[config.mk]
export PLATFORM = sky130hd
export DESIGN_NAME = flit_tx_fifo_80
export DESIGN_NICKNAME = d
export VERILOG_FILES = /design/src/rtl/flit_tx_fifo_80.sv
export SDC_FILE = /design/constraint.sdc
export NUM_CORES = 1
export LEC_CHECK = 0
export CAP_MARGIN = 20
export CORE_AREA = 2 2 174 210
export CTS_CLUSTER_SIZE = 14
export DETAILED_ROUTE_END_ITERATION = 10
export DIE_AREA = 0 0 176 212
export GPL_ROUTABILITY_DRIVEN = 1
export SYNTH_ARGS = -nofsm -noshare
export SYNTH_HDL_FRONTEND = slang
export SYNTH_SLANG_ARGS = --single-unit
[constraint.sdc]
create_clock -name clk -period 8.1 [get_ports clk]
set_input_delay 0.81 -clock clk [delete_from_list [all_inputs] [get_ports clk]]
set_output_delay 0.81 -clock clk [all_outputs]
set_load 0.005 [all_outputs]
[src/rtl/flit_tx_fifo_80.sv]
// flit_tx_fifo_80: transmit-side flit queue feeding one switch input port.
// Presents the head-of-queue flit with VALID_out, holds it while the
// downstream stall is asserted, and checks head/payload/tail/single framing
// on the enqueue side with a sticky error flag.

// Flit type field encoding; the including system may provide its own.
`ifndef FTYPEWD
`define FTYPEWD 2
`endif
`ifndef ENC_PAYL
`define ENC_PAYL 2'b00
`endif
`ifndef ENC_HEAD
`define ENC_HEAD 2'b01
`endif
`ifndef ENC_TAIL
`define ENC_TAIL 2'b10
`endif
`ifndef ENC_SING
`define ENC_SING 2'b11
`endif

module flit_tx_fifo_80 #(
    parameter int DEPTH      = 4,
    parameter int FLIT_WIDTH = 80
) (
    input  logic                     clk,
    input  logic                     rst,
    input  logic [FLIT_WIDTH-1:0]    FLIT_in,
    input  logic                     VALID_in,
    output logic                     STALL_out,
    output logic [FLIT_WIDTH-1:0]    FLIT_out,
    output logic                     VALID_out,
    input  logic                     STALL_in,
    output logic [$clog2(DEPTH):0]   level,
    output logic                     in_packet,
    output logic                     framing_err
);

    localparam int AW = $clog2(DEPTH);
    localparam logic [AW:0] FULL_LEVEL = (AW+1)'(DEPTH);

    typedef enum logic {
        IDLE   = 1'b0,
        IN_PKT = 1'b1
    } frame_state_t;

    logic [FLIT_WIDTH-1:0] mem [DEPTH];
    logic [AW-1:0]         wp;
    logic [AW-1:0]         rp;
    frame_state_t          state;

    logic                  full;
    logic                  empty;
    logic                  push;
    logic                  pop;
    logic [`FTYPEWD-1:0]   in_type;

    // Flow control is derived from registered occupancy only, so a full
    // queue never accepts a push in the same cycle that it pops.
    assign full      = (level == FULL_LEVEL);
    assign empty     = (level == '0);
    assign push      = VALID_in & ~full;
    // An empty queue presents nothing, so STALL_in has no effect then.
    assign pop       = ~empty & ~STALL_in;
    assign in_type   = FLIT_in[`FTYPEWD-1:0];

    assign STALL_out = full;
    assign VALID_out = ~empty;
    // Registered read: the head flit sits in storage, never bypassed from FLIT_in.
    assign FLIT_out  = mem[rp];
    assign in_packet = (state == IN_PKT);

    // Flit storage write on accepted push.
    // NOTE: the data array carries no reset; validity is tracked by level,
    // so clearing it would only add reset fan-out.
    always_ff @(posedge clk) begin
        if (push) begin
            mem[wp] <= FLIT_in;
        end
    end

    // Pointers and occupancy; both pointers wrap naturally at DEPTH.
    // NOTE: sequential state uses non-blocking assignments so every register
    // samples the pre-edge values regardless of statement order.
    always_ff @(posedge clk or posedge rst) begin
        if (rst) begin
            wp    <= '0;
            rp    <= '0;
            level <= '0;
        end else begin
            if (push) begin
                wp <= wp + 1'b1;
            end
            if (pop) begin
                rp <= rp + 1'b1;
            end
            if (push && !pop) begin
                level <= level + 1'b1;
            end else if (pop && !push) begin
                level <= level - 1'b1;
            end
        end
    end

    // Enqueue-side framing checker; advances only on accepted pushes.
    always_ff @(posedge clk or posedge rst) begin
        if (rst) begin
            state       <= IDLE;
            framing_err <= 1'b0;
        end else if (push) begin
            case (state)
                IDLE: begin
                    case (in_type)
                        `ENC_HEAD: state <= IN_PKT;
                        `ENC_SING: state <= IDLE;
                        default:   framing_err <= 1'b1;
                    endcase
                end
                IN_PKT: begin
                    case (in_type)
                        `ENC_PAYL: state <= IN_PKT;
                        `ENC_TAIL: state <= IDLE;
                        default:   framing_err <= 1'b1;
                    endcase
                end
                default: state <= IDLE;
            endcase
        end
    end

endmodule
==> out/metrics.cfg, run 1 <==
[status]
status = finished, final reports clean

[clocking]
post_cts_buffers = 0
htreeDepth = 2
cts_tree = done
cts_resized = 0
clock_sinks = 329
cts.root.buffer_cell = clkbuf_16
clock_path_buffers = 3
clkSlewWorstSetupHoldPaths_ps = 60
clk_latency_ps = 510
cts_inserted_buffers = 34
cts_hold_buf = 0

[critical_path]
crit_type = register to output port
critPathBufInv = 2
cp_max_fo = 47
cp.arrival_ps = 3510
cpPeakStageDelay_ps = 900
startpoint_type = register
cp-end-kind = output port
required_ps = 7290
cp_top_family = buffers and inverters
slowest_stage = dfrtp_4
path_cells = buf_4 -> mux4_1 -> clkdlybuf4s50_1

[layout]
fin_util_pct = 43.5
drive_above_1_share_pct = 21.2
final_area_sq_um = 15400
nFillCells = 2993
fin_nets = 747
syn_to_final_growth_pct = 26.7
antenna_cells = 0

[logic_synthesis]
async_flop_share_pct = 2.74
netlist_instances = 464
synthTopCellsByCount = edfxtp_1 (320), mux4_2 (79), buf_2 (9), dfrtp_1 (9), buf_12 (8)
yosysTopAreaCellShare_pct = 79.0
synth_most_common_cell = edfxtp_1
syn-num-nets = 554
syn_area_per_cell_sq_um = 26.2
synth-main-ff-cell = edfxtp_1
synth_seq_cells = 329
yosysWarningCount = 0
synth_area_sq_um = 12200
seq_area_frac_synth_pct = 80.8
yosys-top-cells-area = edfxtp_1 (79%), mux4_2 (15%), dfrtp_1 (1.9%)
synth_cell_types = 25
synth-edff-count = 320
synth_top_cell_by_area = edfxtp_1

[routing]
wl_um = 23200
antenna_left = 0
vias = 5398
drt_iter0_markers = 364
firstDrtPassIters = 4
drc = 0
wl_per_cell_um = 20.2
avgViaCountPerCell = 4.70

[pwr]
leakagePower_uw = 0.00493
peakVddDrop_mv = 0.222
power.density_nw_per_um2 = 363

[global_routing]
overflow = 0
antenna_found_initial = 1
grt_pass1_wl_um = 35400
grt_util_all_layers_pct = 12.7
grt_pass1_vias = 6079
grt_max_degree = 48

[min_path]
holdCritPathClass = register to register

[die]
start_util_pct = 34.3
row_count = 76
die_area_sq_um = 37300
ioPinCount = 171
die_h_um = 212
core_area_sq_um = 35500
fp.dieW_um = 176

[placement]
dp_hpwl_um = 13500
portBuffers = 170
gp_congestion = 0.687
dpl_cell_area_sq_um = 14300

[sta]
timing.final.crit_period_ps = 4320
holdWs_ps = 480
worst_pin_slew_ps = 979
rsz0062_at_grt = false
final-setup-viol-count = 0
final_max_slew_viol_count = 0
hold_violations = 0
tns_ps = 0
min_period_over_period_pct = 53.3
fin_skew_ps = 18.9
fmax_mhz = 232
relSlewSlack_pct = 34.8

[flow_run]
maxCapViolCount = 0

==> state kept, by name, summed over array words and instances (netlist names) <==
signal       flops
mem            320
level            3
rp               2
wp               2
framing_err      1
in_packet        1
==> metal layers <==
metal	track usage [%]	routed length [um]	up-vias
met5	0	13	-
met4	4.02	549	2
met3	3.65	1440	40
met2	22.1	11900	159
met1	15.2	9300	2827
li1	-	-	2370
==> layout by cell type (no fill, tap or decap), drive strengths merged, types with 4 or more instances in the layout <==
cell | synthesis | routed
clkdlybuf4s50 | 0 | 170
clkbuf | 0 | 43
inv | 5 | 6
buf | 19 | 6
ha | 5 | 5
xnor2 | 4 | 4
bufinv | 0 | 5
and2 | 4 | 4
clkinv | 0 | 8
edfxtp | 320 | 320
mux4 | 80 | 80
dfrtp | 9 | 9
==> cell families after synthesis <==
kind of cell / Yosys count / share of synthesized area [%]
simple gates: 13 / 0.751
mux: 82 / 15.1
xor+xnor: 7 / 0.504
fa+ha+maj: 6 / 0.679
compound gates: 3 / 0.175
flops: 329 / 80.8
buf+inv: 24 / 2.03
==> final timing paths <==
path / startpoint / to / slack [ps] / cells after the start
max in group asynchronous: rst / rp[1] / 7180 / 2
min in group asynchronous: rst / rp[0] / 590 / 2
max reg2reg: level[2] / mem[3][11] / 5370 / 4
min reg2reg: framing_err / framing_err / 480 / 1
max: rp[0] / FLIT_out[79] / 3780 / 3
min: framing_err / framing_err / 480 / 1
==> stage by stage <==
step | instances | total power, uW | setup slack [ps]
2_1_floorplan | 464 | 3340 | 4720
3_3_place_gp | 1089 | 4100 | 4180
3_5_place_dp | 1089 | 4130 | 4170
4_1_cts | 1148 | 5720 | 3610
5_1_grt | 1148 | 5880 | 3440
6_report | 1148 | 5600 | 3780
==> final cells by class <==
class / instances / area, sq um / share of cell area [%]
well taps: 468 / 586 / 3.80
multi-input cells: 111 / 2100 / 13.6
inverters: 5 / 18.8 / 0.122
repair buffers: 176 / 1750 / 11.3
clock buffers: 43 / 906 / 5.88
clock inverters: 16 / 216 / 1.40
flip-flops and latches: 329 / 9840 / 63.9
==> power by group <==
part	internal (uW)	switching (uW)	leakage [uW]	total, uW
registers	2250	176	0.00303	2430
logic	963	649	0.00136	1610
clock network	954	609	0.000539	1560
total	4170	1430	0.00493	5600
Note: power is estimated with default switching activity, not from simulation.
==> run 2: changes to the inputs <==
==> constraint.sdc (replaced) <==
create_clock -name clk -period 3.8 [get_ports clk]
set_input_delay 0.38 -clock clk [delete_from_list [all_inputs] [get_ports clk]]
set_output_delay 0.38 -clock clk [all_outputs]
set_load 0.005 [all_outputs]
==> run 2 against run 1 <==
Compared with the run above: worst setup slack worse by 3000 ps; critical endpoint is now FLIT_out[0]; critical path depth stayed put; clock-buffer cell count is 1 lower; largest power group unchanged; flip-flop and latch count stayed put; worst hold slack worse by 330 ps; global-route usage is 0.059 points lower; highest routed layer unchanged.
==> out/metrics.cfg, run 2 (same netlist as run 1, synthesis figures left out) <==
[status]
status = finished, final reports clean

[sta]
final_max_slew_viol_count = 0
fin_skew_ps = 19.6
hold_violations = 0
timing.final.crit_period_ps = 3000
worst_pin_slew_ps = 692
relSlewSlack_pct = 53.9
final-setup-viol-count = 0
holdWs_ps = 155
fmax_mhz = 334
tns_ps = 0
rsz0062_at_grt = false
min_period_over_period_pct = 78.8

[clocking]
cts_resized = 0
cts_hold_buf = 0
htreeDepth = 2
clock_path_buffers = 3
post_cts_buffers = 0
cts_tree = done
clk_latency_ps = 520
cts.root.buffer_cell = clkbuf_16
cts_inserted_buffers = 34
clock_sinks = 329
clkSlewWorstSetupHoldPaths_ps = 60

[pwr]
total_power_uw = 11900
leakagePower_uw = 0.00494
power.density_nw_per_um2 = 768
peakVddDrop_mv = 0.643

[layout]
largest_register_ffs = 320
syn_to_final_growth_pct = 27.0
final_cell_mix = edfxtp_1 (320), clkdlybuf4s50_1 (170), mux4_2 (79)
fin_nets = 748
regMostFlops = mem
nFillCells = 3016
final_common_cell = edfxtp_1
drive_above_1_share_pct = 21.5
final_area_sq_um = 15500
antenna_cells = 0
top_regs = mem x320, level x3
finalNonFillerCells = 1148

[routing]
drc = 0
avgViaCountPerCell = 4.72
drt_iter0_markers = 341
firstDrtPassIters = 4
antenna_left = 0
wl_per_cell_um = 20.2
wl_um = 23200
vias = 5420

[global_routing]
overflow = 0
grt_max_degree = 48
grt_util_all_layers_pct = 12.6
grt_pass1_wl_um = 35300
antenna_found_initial = 1
grt_pass1_vias = 5975

[critical_path]
cp-end-kind = output port
cp.arrival_ps = 2620
reg2reg_depth = 4
startpoint_type = register
cp_max_fo = 35
required_ps = 3420
crit_type = register to output port

[flow_run]
maxCapViolCount = 0

[die]
die_area_sq_um = 37300
start_util_pct = 34.3
core_area_sq_um = 35500
die_h_um = 212
fp.dieW_um = 176
ioPinCount = 171
row_count = 76

[placement]
placed_cells = 1090
portBuffers = 170
dpl_cell_area_sq_um = 14400
gp_congestion = 0.707
dp_hpwl_um = 14000

[min_path]
holdCritPathClass = input pin to asynchronous set/reset pin

-- run 2: changes by cell type in the layout (fill, tap and decap cells not counted) --
| cell | change |
|---|---|
| clkinvlp_4 | +1 |
| clkinv_2 | +2 |
| inv_6 | -1 |
| clkbuf_16 | +2 |
| buf_4 | -5 |
| buf_12 | +6 |
| bufinv_16 | -3 |
| clkinv_1 | +1 |
| clkbuf_1 | -3 |
-- run 2: path summary, 6_finish.rpt --
| path | start | endpoint | slack (ps) |
|---|---|---|---|
| max | rp[0] | FLIT_out[0] | 800 |
| min | rst | level[2] | 150 |
| max reg2reg | level[2] | mem[3][11] | 1450 |
| min reg2reg | framing_err | framing_err | 480 |
| max in group asynchronous | rst | rp[0] | 3360 |
| min in group clk | framing_err | framing_err | 480 |
-- run 2: final cells by class --
class | count | area [sq um] | share of cell area, %
Sequential cell | 329 | 9840 | 63.7
Timing Repair Buffer | 177 | 1830 | 11.8
Clock inverter | 16 | 139 | 0.898
Inverter | 5 | 18.8 | 0.121
Tap cell | 468 | 586 | 3.79
Multi-Input combinational cell | 111 | 2100 | 13.6
Clock buffer | 42 | 945 | 6.11
-- run 2: power by group --
group / switching, uW / internal, uW / total [uW]
clock: 1290 / 1900 / 3190
sequential: 264 / 4800 / 5060
combinational: 1510 / 2120 / 3630
total: 3070 / 8810 / 11900
-- run 2: worst max-delay path: stages, from the launching register on --
cell and delay [ps]:
dfrtp_4 420, buf_4 560, mux4_2 650, clkdlybuf4s50_1 480
-- run 2: through the flow --
step / worst slack [ps] / utilization, %
finish: 804 / 43.6
global route: 618 / 43.6
CTS: 703 / 43.6
detailed placement: 1120 / 40.5
global placement: 1200 / 40.5
floorplan: 654 / -
-- run 2: metal layers --
layer	vias to the layer above	wire (um)	share of wire (%)	GRT usage, %
met5	-	10	0.043	0
met4	2	522	2.2	4.30
met3	34	1420	6.1	3.29
met2	169	12000	52	22.0
met1	2840	9210	40	15.2
li1	2375	-	-	-
